[config.mk]
export PLATFORM = sky130hd
export DESIGN_NAME = fpu_writeback_arbiter
export DESIGN_NICKNAME = d
export VERILOG_FILES = /design/src/rtl/fpu_writeback_arbiter_pkg.sv /design/src/rtl/fpu_writeback_arbiter_wb_fifo.sv /design/src/rtl/fpu_writeback_arbiter.sv
export SDC_FILE = /design/constraint.sdc
export NUM_CORES = 1
export LEC_CHECK = 0
export ABC_AREA = 0
export CORE_ASPECT_RATIO = 0.6
export CORE_MARGIN = 5
export CORE_UTILIZATION = 30
export CTS_BUF_LIST = sky130_fd_sc_hd__clkbuf_8 sky130_fd_sc_hd__clkbuf_16
export DETAILED_ROUTE_END_ITERATION = 7
export SLEW_MARGIN = 40
export SYNTH_ARGS = -nofsm -noshare
export SYNTH_HDL_FRONTEND = slang
export SYNTH_SLANG_ARGS = --single-unit
[constraint.sdc]
create_clock -name clk -period 2.2 [get_ports clk]
set_input_delay 0.44 -clock clk [delete_from_list [all_inputs] [get_ports clk]]
set_output_delay 0.44 -clock clk [all_outputs]
set_load 0.01 [all_outputs]
[src/rtl/fpu_writeback_arbiter_pkg.sv]
// Shared FPU writeback types: register address/data widths and the
// {addr, data} result entry carried from the execution units to the regfile.
package fpu_writeback_arbiter_pkg;

  localparam int FREG_AW = 5;
  localparam int FDATA_W = 32;

  typedef struct packed {
    logic [FREG_AW-1:0] addr;
    logic [FDATA_W-1:0] data;
  } wb_entry_t;

endpackage

[src/rtl/fpu_writeback_arbiter_wb_fifo.sv]
// wb_fifo: synchronous DEPTH-entry result FIFO (DEPTH power of two).
// Ports: clk, rst (sync, active-low), push/push_data, pop, head, empty, full.
import fpu_writeback_arbiter_pkg::*;

module wb_fifo #(
  parameter int DEPTH = 4
) (
  input  logic      clk,
  input  logic      rst,
  input  logic      push,
  input  wb_entry_t push_data,
  input  logic      pop,
  output wb_entry_t head,
  output logic      empty,
  output logic      full
);

  localparam int PTR_W = $clog2(DEPTH);
  localparam int CNT_W = PTR_W + 1;

  wb_entry_t        mem_q [DEPTH];
  wb_entry_t        mem_d [DEPTH];
  logic [PTR_W-1:0] wptr_q, wptr_d;
  logic [PTR_W-1:0] rptr_q, rptr_d;
  logic [CNT_W-1:0] count_q, count_d;
  logic             do_push;
  logic             do_pop;

  assign empty = (count_q == '0);
  assign full  = (count_q == CNT_W'(DEPTH));
  assign head  = mem_q[rptr_q];

  always_comb begin
    mem_d   = mem_q;
    wptr_d  = wptr_q;
    rptr_d  = rptr_q;
    count_d = count_q;
    do_pop  = pop & ~empty;
    // A full FIFO still accepts when the head leaves in the same cycle.
    do_push = push & (~full | do_pop);
    if (do_push) begin
      mem_d[wptr_q] = push_data;
      wptr_d        = wptr_q + PTR_W'(1);
    end
    if (do_pop) begin
      rptr_d = rptr_q + PTR_W'(1);
    end
    unique case ({do_push, do_pop})
      2'b10:   count_d = count_q + CNT_W'(1);
      2'b01:   count_d = count_q - CNT_W'(1);
      default: count_d = count_q;
    endcase
  end

  always_ff @(posedge clk) begin
    if (!rst) begin
      wptr_q  <= '0;
      rptr_q  <= '0;
      count_q <= '0;
    end else begin
      wptr_q  <= wptr_d;
      rptr_q  <= rptr_d;
      count_q <= count_d;
    end
    mem_q <= mem_d;
  end

endmodule

[src/rtl/fpu_writeback_arbiter.sv]
// FPU writeback arbiter: round-robin merge of two result ports into a FIFO,
// output stage to the regfile write port, and a busy scoreboard with queries.
import fpu_writeback_arbiter_pkg::*;

module fpu_writeback_arbiter #(
  parameter int DEPTH = 4
) (
  input  logic               clk,
  input  logic               rst,
  input  logic               src0_valid,
  output logic               src0_ready,
  input  logic [FREG_AW-1:0] src0_addr,
  input  logic [FDATA_W-1:0] src0_data,
  input  logic               src1_valid,
  output logic               src1_ready,
  input  logic [FREG_AW-1:0] src1_addr,
  input  logic [FDATA_W-1:0] src1_data,
  input  logic               issue_en,
  input  logic [FREG_AW-1:0] issue_addr,
  input  logic [FREG_AW-1:0] q_addr1,
  input  logic [FREG_AW-1:0] q_addr2,
  input  logic [FREG_AW-1:0] q_addr3,
  output logic               q_busy1,
  output logic               q_busy2,
  output logic               q_busy3,
  input  logic               wr_stall,
  output logic               we,
  output logic [FREG_AW-1:0] waddr,
  output logic [FDATA_W-1:0] wdata
);

  logic               last1_q, last1_d;
  logic               out_valid_q, out_valid_d;
  logic [FREG_AW-1:0] waddr_q, waddr_d;
  logic [FDATA_W-1:0] wdata_q, wdata_d;
  logic [31:0]        busy_q, busy_d;

  logic      gnt1;
  logic      can_load;
  logic      can_push;
  logic      push;
  logic      pop;
  wb_entry_t push_entry;
  wb_entry_t head;
  logic      fifo_empty;
  logic      fifo_full;

  wb_fifo #(
    .DEPTH(DEPTH)
  ) u_fifo (
    .clk      (clk),
    .rst      (rst),
    .push     (push),
    .push_data(push_entry),
    .pop      (pop),
    .head     (head),
    .empty    (fifo_empty),
    .full     (fifo_full)
  );

  assign we    = out_valid_q & ~wr_stall;
  assign waddr = waddr_q;
  assign wdata = wdata_q;

  always_comb begin
    can_load = ~out_valid_q | ~wr_stall;
    pop      = can_load & ~fifo_empty;
    can_push = ~fifo_full | pop;
    // src1 wins only if src0 is idle or src0 went last.
    gnt1       = src1_valid & (~src0_valid | ~last1_q);
    src0_ready = rst & ~gnt1 & can_push;
    src1_ready = rst & gnt1 & can_push;
    push       = (src0_valid & src0_ready) | (src1_valid & src1_ready);
    push_entry.addr = gnt1 ? src1_addr : src0_addr;
    push_entry.data = gnt1 ? src1_data : src0_data;
    last1_d = push ? gnt1 : last1_q;

    out_valid_d = out_valid_q;
    waddr_d     = waddr_q;
    wdata_d     = wdata_q;
    if (can_load) begin
      out_valid_d = ~fifo_empty;
      if (!fifo_empty) begin
        waddr_d = head.addr;
        wdata_d = head.data;
      end
    end

    // Clear first so an issue to the same register wins.
    busy_d = busy_q;
    if (we) begin
      busy_d[waddr_q] = 1'b0;
    end
    if (issue_en) begin
      busy_d[issue_addr] = 1'b1;
    end
  end

  assign q_busy1 = busy_q[q_addr1] & ~(we & (waddr_q == q_addr1));
  assign q_busy2 = busy_q[q_addr2] & ~(we & (waddr_q == q_addr2));
  assign q_busy3 = busy_q[q_addr3] & ~(we & (waddr_q == q_addr3));

  always_ff @(posedge clk) begin
    if (!rst) begin
      last1_q     <= 1'b1;
      out_valid_q <= 1'b0;
      waddr_q     <= '0;
      wdata_q     <= '0;
      busy_q      <= '0;
    end else begin
      last1_q     <= last1_d;
      out_valid_q <= out_valid_d;
      waddr_q     <= waddr_d;
      wdata_q     <= wdata_d;
      busy_q      <= busy_d;
    end
  end

endmodule

After elaboration in Yosys (flattened, before gate mapping)
Cells that the tools add are included.
{ "totals": {"regBits": 226, "inputBits": 100, "output_inout_bits": 43, "wordCells": 100} }
{ "classes": {"add_sub_neg": 4, "n_lt_le_gt_ge": 10, "eq_ne": 6, "muxes": 21, "bitwise": 37, "n_reduce_logical": 6} }
{ "op_table": {"columns": ["op", "n"], "rows": [
  ["$bwmux W148", 1],
  ["$mux W37", 3],
  ["$mux W32", 3],
  ["$bmux W37 S2", 1],
  ["$demux W37 S2", 1],
  ["$and A32 B32 Y32", 1],
  ["$not A32 Y32", 1],
  ["$or A32 B32 Y32", 1],
  ["$lt A5 B6 Y1 const B", 5],
  ["$and A1 B1 Y1", 17],
  ["$bmux W1 S5", 3],
  ["$eq A5 B5 Y1", 3],
  ["$demux W1 S5", 2],
  ["$ge A5 B1 Y1 const B", 2],
  ["$not A1 Y1", 10],
  ["$ge A3 B3 Y1 const B", 2],
  ["$not A2 Y3", 2],
  ["$pmux W3 S2", 1],
  ["$mux W1", 5],
  ["$mux W5", 1],
  ["$or A1 B1 Y1", 5],
  ["$add A2 B1 Y2 const B", 2],
  ["$add A3 B1 Y3 const B", 1],
  ["$eq A3 B3 Y1 const B", 1],
  ["8 further kinds", 10]
]} }

Depth between registers and ports, before layout
{ "depth": {"depth_word": 11, "mapped_depth": 10, "depth_no_buf": 10} }

By module
Synthesis repeated with hierarchy kept, for this count alone.
{ "hier_totals": {"hier_cells": 730, "hier_area_um2": 10132.2} }
{ "by_module_without_submodules": {"columns": ["mod", "n_inst", "cells_per_inst", "area_per_inst_um2", "seq_area_each_um2"], "rows": [
  ["wb_fifo", 1, 245, 5788.1, 4584.4],
  ["fpu_writeback_arbiter", 1, 485, 4344.2, 1421.4]
]} }

Least setup slack after synthesis
Ideal clock, no wire load.
{ "synth_path": {"path_kind": "input to register", "from": "input port wr_stall", "to": "register u_fifo.mem_q[0] in the netlist's numbering, enable pin", "setup_time_ns": 0.398, "t_arrival_ns": 1.872, "required_time_ns": 1.802, "path_slack_ns": -0.070, "stages": 4, "path_buffers": 0, "path_cell_list": "nand3_1 > o31ai_1 > nor2_1 > and2_1"} }
{ "synth_via": {"elab_chain_cells": 8, "elab_cells_between_ends": 12, "cone_classes": "bitwise (12)"} }
{ "synth_lines": {"columns": ["item", "line", "source"], "rows": [
  ["start, declared", "fpu_writeback_arbiter.sv:26", "input logic wr_stall,"],
  ["$not A1 Y1 (*)", "fpu_writeback_arbiter.sv:66", "can_load = ~out_valid_q | ~wr_stall;"],
  ["$or A1 B1 Y1 (*)", "fpu_writeback_arbiter.sv:66", null],
  ["$and A1 B1 Y1 (*)", "fpu_writeback_arbiter.sv:67", "pop = can_load & ~fifo_empty;"],
  ["$or A1 B1 Y1", "fpu_writeback_arbiter.sv:68", "can_push = ~fifo_full | pop;"],
  ["$and A1 B1 Y1, on equally long branches", "fpu_writeback_arbiter.sv:71, fpu_writeback_arbiter.sv:72", null],
  ["$and A1 B1 Y1", "fpu_writeback_arbiter.sv:73", "push = (src0_valid & src0_ready) | (src1_valid & src1_ready);"],
  ["$or A1 B1 Y1", "fpu_writeback_arbiter.sv:73", null],
  ["$and A1 B1 Y1 (*)", "fpu_writeback_arbiter_wb_fifo.sv:40", "do_push = push & (~full | do_pop);"],
  ["end signal, assigned", "fpu_writeback_arbiter_wb_fifo.sv:65", "mem_q <= mem_d;"],
  ["end, declared", "fpu_writeback_arbiter_wb_fifo.sv:21", "wb_entry_t mem_q [DEPTH];"]
]} }
Every way passes the cells marked *; elsewhere a longest branch is shown, timed or not.
A chain may end at the register's enable or synchronous reset.

Worst setup path in the final report
{ "layout_path": {"from": "input port q_addr1[1]", "to": "output port q_busy1"} }
{ "layout_via": {"elab_chain_cells": 4, "elab_cells_between_ends": 6, "cone_classes": "eq/ne (1); mux (2); bitwise (3)"} }
{ "layout_lines": {"columns": ["item", "line", "source"], "rows": [
  ["start, declared", "fpu_writeback_arbiter.sv:20", "input logic [FREG_AW-1:0] q_addr1,"],
  ["branches (longest 3 deep; another with $bmux W1 S5)", null, null],
  ["$and A1 B1 Y1 (*)", "fpu_writeback_arbiter.sv:99", "assign q_busy1 = busy_q[q_addr1] & ~(we & (waddr_q == q_addr1));"],
  ["end, declared", "fpu_writeback_arbiter.sv:23", "output logic q_busy1,"]
]} }
Every way passes the cells marked *. The select of a mux whose other input is x is not followed.

==> impl_results.html <==
<table>
<tr><th>Metric</th><th>Value</th></tr>
<tr><th colspan="2">Flow run</th></tr>
<tr><td>Max Cap Violations</td><td>0</td></tr>
<tr><th colspan="2">Synthesis</th></tr>
<tr><td>Number of standard cells after synthesis</td><td>724</td></tr>
<tr><td>Number of synthesized flops with an enable pin</td><td>148</td></tr>
<tr><td>FF+latch count, synth</td><td>about 230</td></tr>
<tr><td>Synth unique cells</td><td>40</td></tr>
<tr><td>Asr flop ratio synth</td><td>0</td></tr>
<tr><td>Syn_nets</td><td>830</td></tr>
<tr><td>Share of synthesized area occupied by flip-flops and latches</td><td>0.589</td></tr>
<tr><td>Top_reg_cell synth</td><td>sky130_fd_sc_hd__edfxtp_1</td></tr>
<tr><td>Netlist area before placement</td><td>10200 um2</td></tr>
<tr><td>Synthesized area divided by synthesized cell count</td><td>14.1 um2</td></tr>
<tr><td>Yosys warnings</td><td>0</td></tr>
<tr><th colspan="2">Setup path</th></tr>
<tr><td>Critical Path RT</td><td>1.76 ns</td></tr>
<tr><td>Endpoint kind of the worst setup timing path</td><td>output pin</td></tr>
<tr><td>Crit-path max FO</td><td>4</td></tr>
<tr><td>Minimum setup slack among reg-to-reg paths</td><td>0.19 ns</td></tr>
<tr><td>Category of the critical setup timing path</td><td>in2out</td></tr>
<tr><td>Startpoint of the worst-slack reg-to-reg timing path</td><td>out_valid_q</td></tr>
<tr><td>Worst endpoint data arrival time</td><td>2.04 ns</td></tr>
<tr><td>Worst setup endpoint</td><td>q_busy1</td></tr>
<tr><td>Worst reg2reg path depth</td><td>10</td></tr>
<tr><td>Worst R2R End</td><td>u_fifo.count_q[2]</td></tr>
<tr><td>Crit path launch type</td><td>input pin</td></tr>
<tr><td>Source of the critical timing path</td><td>q_addr1[1]</td></tr>
<tr><th colspan="2">Power and ir drop</th></tr>
<tr><td>Worst VDD drop</td><td>approximately 0.50 mV</td></tr>
<tr><td>PD cells</td><td>slightly below 1000 nW/um2</td></tr>
<tr><td>Pleak</td><td>about 4.6 nW</td></tr>
<tr><th colspan="2">Clocking</th></tr>
<tr><td>Clock latency at the later pin of the worst-skew pair</td><td>around 0.52 ns</td></tr>
<tr><td>Hold-fix buffers at CTS</td><td>0</td></tr>
<tr><td>Root buffer cell</td><td>sky130_fd_sc_hd__clkbuf_16</td></tr>
<tr><td>Clock transition at the register clock pins on the worst setup and hold paths after CTS</td><td>0.06 ns</td></tr>
<tr><td>Maximum root-to-sink buffer count</td><td>3</td></tr>
<tr><td>TritonCTS clock tree</td><td>built</td></tr>
<tr><td>Clock tree sinks</td><td>between 200 and 250</td></tr>
<tr><td>Number of buffers created by CTS</td><td>23</td></tr>
<tr><td>H-tree depth reported by CTS</td><td>1</td></tr>
<tr><th colspan="2">Place</th></tr>
<tr><td>Port-buffer cells</td><td>between 100 and 150</td></tr>
<tr><td>Dpl cells</td><td>1346</td></tr>
<tr><td>DP HPWL</td><td>around 19000 um</td></tr>
<tr><td>Global placement routability congestion</td><td>0.892</td></tr>
<tr><th colspan="2">Timing</th></tr>
<tr><td>Setup-failing EPs final</td><td>3</td></tr>
<tr><td>Clock Skew</td><td>0.00819 ns</td></tr>
<tr><td>Count of final max-slew check failures</td><td>0</td></tr>
<tr><td>Headroom to the max-slew limit</td><td>0.522</td></tr>
<tr><td>Peak Freq</td><td>0.404 GHz</td></tr>
<tr><td>Post-route fraction of the period consumed by the critical path</td><td>1.13</td></tr>
<tr><td>Post-layout minimum cycle time</td><td>2.48 ns</td></tr>
<tr><td>Total count of hold-check failures in the final report</td><td>0</td></tr>
<tr><td>Worst hold slack</td><td>between 0.2 and 0.25 ns</td></tr>
<tr><td>Actual slew at the worst max-slew pin</td><td>0.718 ns</td></tr>
<tr><td>Final Worst Setup Slack</td><td>-0.277 ns</td></tr>
<tr><td>Setup repair after global routing missed its margin</td><td>true</td></tr>
<tr><th colspan="2">Route</th></tr>
<tr><td>Wire per inst</td><td>19.6 um</td></tr>
<tr><td>Initial detailed-routing violation count</td><td>451</td></tr>
<tr><td>Ratio of routed vias to standard cells</td><td>4.77</td></tr>
<tr><td>Total routed wirelength</td><td>27400 um</td></tr>
<tr><td>Total vias in the final route</td><td>6669</td></tr>
<tr><td>Final antenna-violating net count</td><td>0</td></tr>
<tr><td>Detailed-router iteration count before antenna repair</td><td>5</td></tr>
<tr><td>Remaining DRCs</td><td>0</td></tr>
<tr><th colspan="2">Global routing</th></tr>
<tr><td>Congestion Overflow GR</td><td>0</td></tr>
<tr><td>All-Layer GR Usage</td><td>0.142</td></tr>
<tr><td>Wire length of the first global-routing pass</td><td>41200 um</td></tr>
<tr><td>Pin count of the biggest net entering global routing</td><td>76</td></tr>
<tr><td>Number of antenna violations at the first check in global routing</td><td>0</td></tr>
<tr><td>Number of global-route vias before repair</td><td>6805</td></tr>
<tr><th colspan="2">Floorplan</th></tr>
<tr><td>Number of I/O pins</td><td>143</td></tr>
<tr><td>Die outline width</td><td>between 200 and 250 um</td></tr>
<tr><td>Floorplan row count</td><td>52</td></tr>
<tr><td>Starting Density</td><td>0.303</td></tr>
<tr><td>Height of the die</td><td>about 150 um</td></tr>
<tr><td>Core area</td><td>33600 um2</td></tr>
<tr><td>Total Die Area</td><td>37900 um2</td></tr>
<tr><th colspan="2">Finish</th></tr>
<tr><td>Post-route core utilization</td><td>0.404</td></tr>
<tr><td>Signed area change from the synthesized netlist to the final layout</td><td>33.4%</td></tr>
<tr><td>Count of fill cells added during filler insertion</td><td>3148</td></tr>
<tr><td>Highest-count cells in the layout ignoring fill and taps</td><td>148 x sky130_fd_sc_hd__edfxtp_1, 124 x sky130_fd_sc_hd__clkdlybuf4s50_1, 115 x sky130_fd_sc_hd__nand2_1</td></tr>
<tr><td>Post-layout instance count excluding filler cells</td><td>1399</td></tr>
<tr><td>Share of post-route cells with drive strength above 1</td><td>0.279</td></tr>
<tr><td>Number of nets in the final layout</td><td>1028</td></tr>
<tr><td>Most common library cell in the layout ignoring fill and taps</td><td>sky130_fd_sc_hd__edfxtp_1</td></tr>
<tr><th colspan="2">Outcome</th></tr>
<tr><td>Failing checks</td><td>setup timing</td></tr>
<tr><td>Run status</td><td>finished, violations left</td></tr>
<tr><th colspan="2">Hold path</th></tr>
<tr><td>Hold Crit Class</td><td>in2reg</td></tr>
</table>
## worst min path at each step
| stage | slack, ns | endpoint | cells past startpoint | start |
|---|---|---|---|---|
| 4_1_cts | 0.19 | last1_q | 2 | rst |
| 3_5_place_dp | 0.46 | wdata[0] | 2 | wdata[0] |
| 2_1_floorplan | 0.47 | out_valid_q | 2 | out_valid_q |
| 5_1_grt | 0.22 | last1_q | 2 | rst |
| 6_report | 0.21 | last1_q | 2 | rst |
| 3_3_place_gp | 0.46 | wdata[23] | 2 | wdata[23] |
## synth_stat cells (5+ instances only)
| cell type | instances | area share |
|---|---|---|
| sky130_fd_sc_hd__edfxtp_1 | 148 | 0.44 |
| sky130_fd_sc_hd__nand2_1 | 115 | 0.042 |
| sky130_fd_sc_hd__dfxtp_1 | 78 | 0.15 |
| sky130_fd_sc_hd__a21boi_0 | 72 | 0.053 |
| sky130_fd_sc_hd__mux4_2 | 43 | 0.095 |
| sky130_fd_sc_hd__o21ai_0 | 38 | 0.019 |
| sky130_fd_sc_hd__mux2_2 | 37 | 0.041 |
| sky130_fd_sc_hd__mux2i_1 | 19 | 0.019 |
| sky130_fd_sc_hd__buf_2 | 17 | 0.0084 |
| sky130_fd_sc_hd__clkbuf_1 | 16 | 0.0059 |
| sky130_fd_sc_hd__xnor2_1 | 16 | 0.014 |
| sky130_fd_sc_hd__mux4_1 | 12 | 0.031 |
| sky130_fd_sc_hd__nor2_1 | 12 | 0.0044 |
| sky130_fd_sc_hd__and2_1 | 10 | 0.0061 |
| sky130_fd_sc_hd__buf_6 | 8 | 0.0088 |
| sky130_fd_sc_hd__inv_1 | 8 | 0.0029 |
| sky130_fd_sc_hd__nor2b_1 | 7 | 0.0043 |
| sky130_fd_sc_hd__nand3_1 | 6 | 0.0029 |
| sky130_fd_sc_hd__nand3b_1 | 6 | 0.0044 |
| sky130_fd_sc_hd__ha_1 | 5 | 0.0061 |
## final cells by class
cell class	instances	area, um2	share of cell area
antenna	1	2.50	0.000184
tap	459	574	0.0423
clock buffer	26	628	0.0462
sequential	226	6060	0.446
inverter	8	30.0	0.00221
clock inverter	16	171	0.0126
multi-input combinational	445	3950	0.291
timing repair buffer	218	2170	0.159
## metrics by stage
stage	cell area [um2]	TNS (ns)	power [W]	worst slack, ns
6_report	13600	-0.760	0.0135	-0.277
5_1_grt	13600	-0.985	0.0143	-0.351
4_1_cts	13500	-0.812	0.0137	-0.297
3_5_place_dp	12600	-37.85	0.00953	-0.874
3_3_place_gp	12600	-33.88	0.00949	-0.883
2_1_floorplan	10200	0	0.00761	0.0429
## cells by family (layout without fill, tap and decap cells)
| logic type | after synthesis | count (layout) | synth area share |
|---|---|---|---|
| xor+xnor | 20 | 20 | 0.0172 |
| simple gates | 179 | 179 | 0.0811 |
| other cells | 0 | 1 | 0 |
| mux | 111 | 111 | 0.186 |
| buf+inv | 53 | 268 | 0.0282 |
| compound gates | 129 | 129 | 0.0904 |
| flops | 226 | 226 | 0.589 |
| fa+ha+maj | 6 | 6 | 0.00811 |
## critical path: stages
cell and delay (ns):
sky130_fd_sc_hd__dlygate4sd2_1 0.28, sky130_fd_sc_hd__bufbuf_16 0.28, sky130_fd_sc_hd__buf_4 0.13, sky130_fd_sc_hd__mux4_2 0.32, sky130_fd_sc_hd__a2111oi_4 0.38, sky130_fd_sc_hd__nor3_2 0.06, sky130_fd_sc_hd__buf_2 0.14
## power by group
part,internal (W),leakage (nW),switching [W]
clock,0.00242,0.390,0.00166
combinational,0.00191,2.21,0.00201
sequential,0.00506,2.00,0.000435
## sequential cells by signal, summed over array words and instances (netlist names)
name,flops
busy_q,32
last1_q,1
out_valid_q,1
u_fifo.count_q,3
u_fifo.mem_q,148
u_fifo.rptr_q,2
u_fifo.wptr_q,2
waddr,5
wdata,32
## layer usage
layer	vias up	global-route usage	routed length [um]	share of wire
met4	0	0.0288	537	0.020
met2	233	0.207	11700	0.43
li1	3118	-	-	-
met5	-	0	0	0
met1	3281	0.212	13100	0.48
met3	37	0.0394	2030	0.074
## what timing repair did
| item | in CTS | in global routing |
|---|---|---|
| endpoints found under the setup margin | 12 | 7 |
| gates cloned | 2 | 0 |
| pin swaps | 13 | 4 |
| resized for setup | 76 | 18 |
| buffers inserted | 8 | 1 |
(Power assumes the default switching activity.)
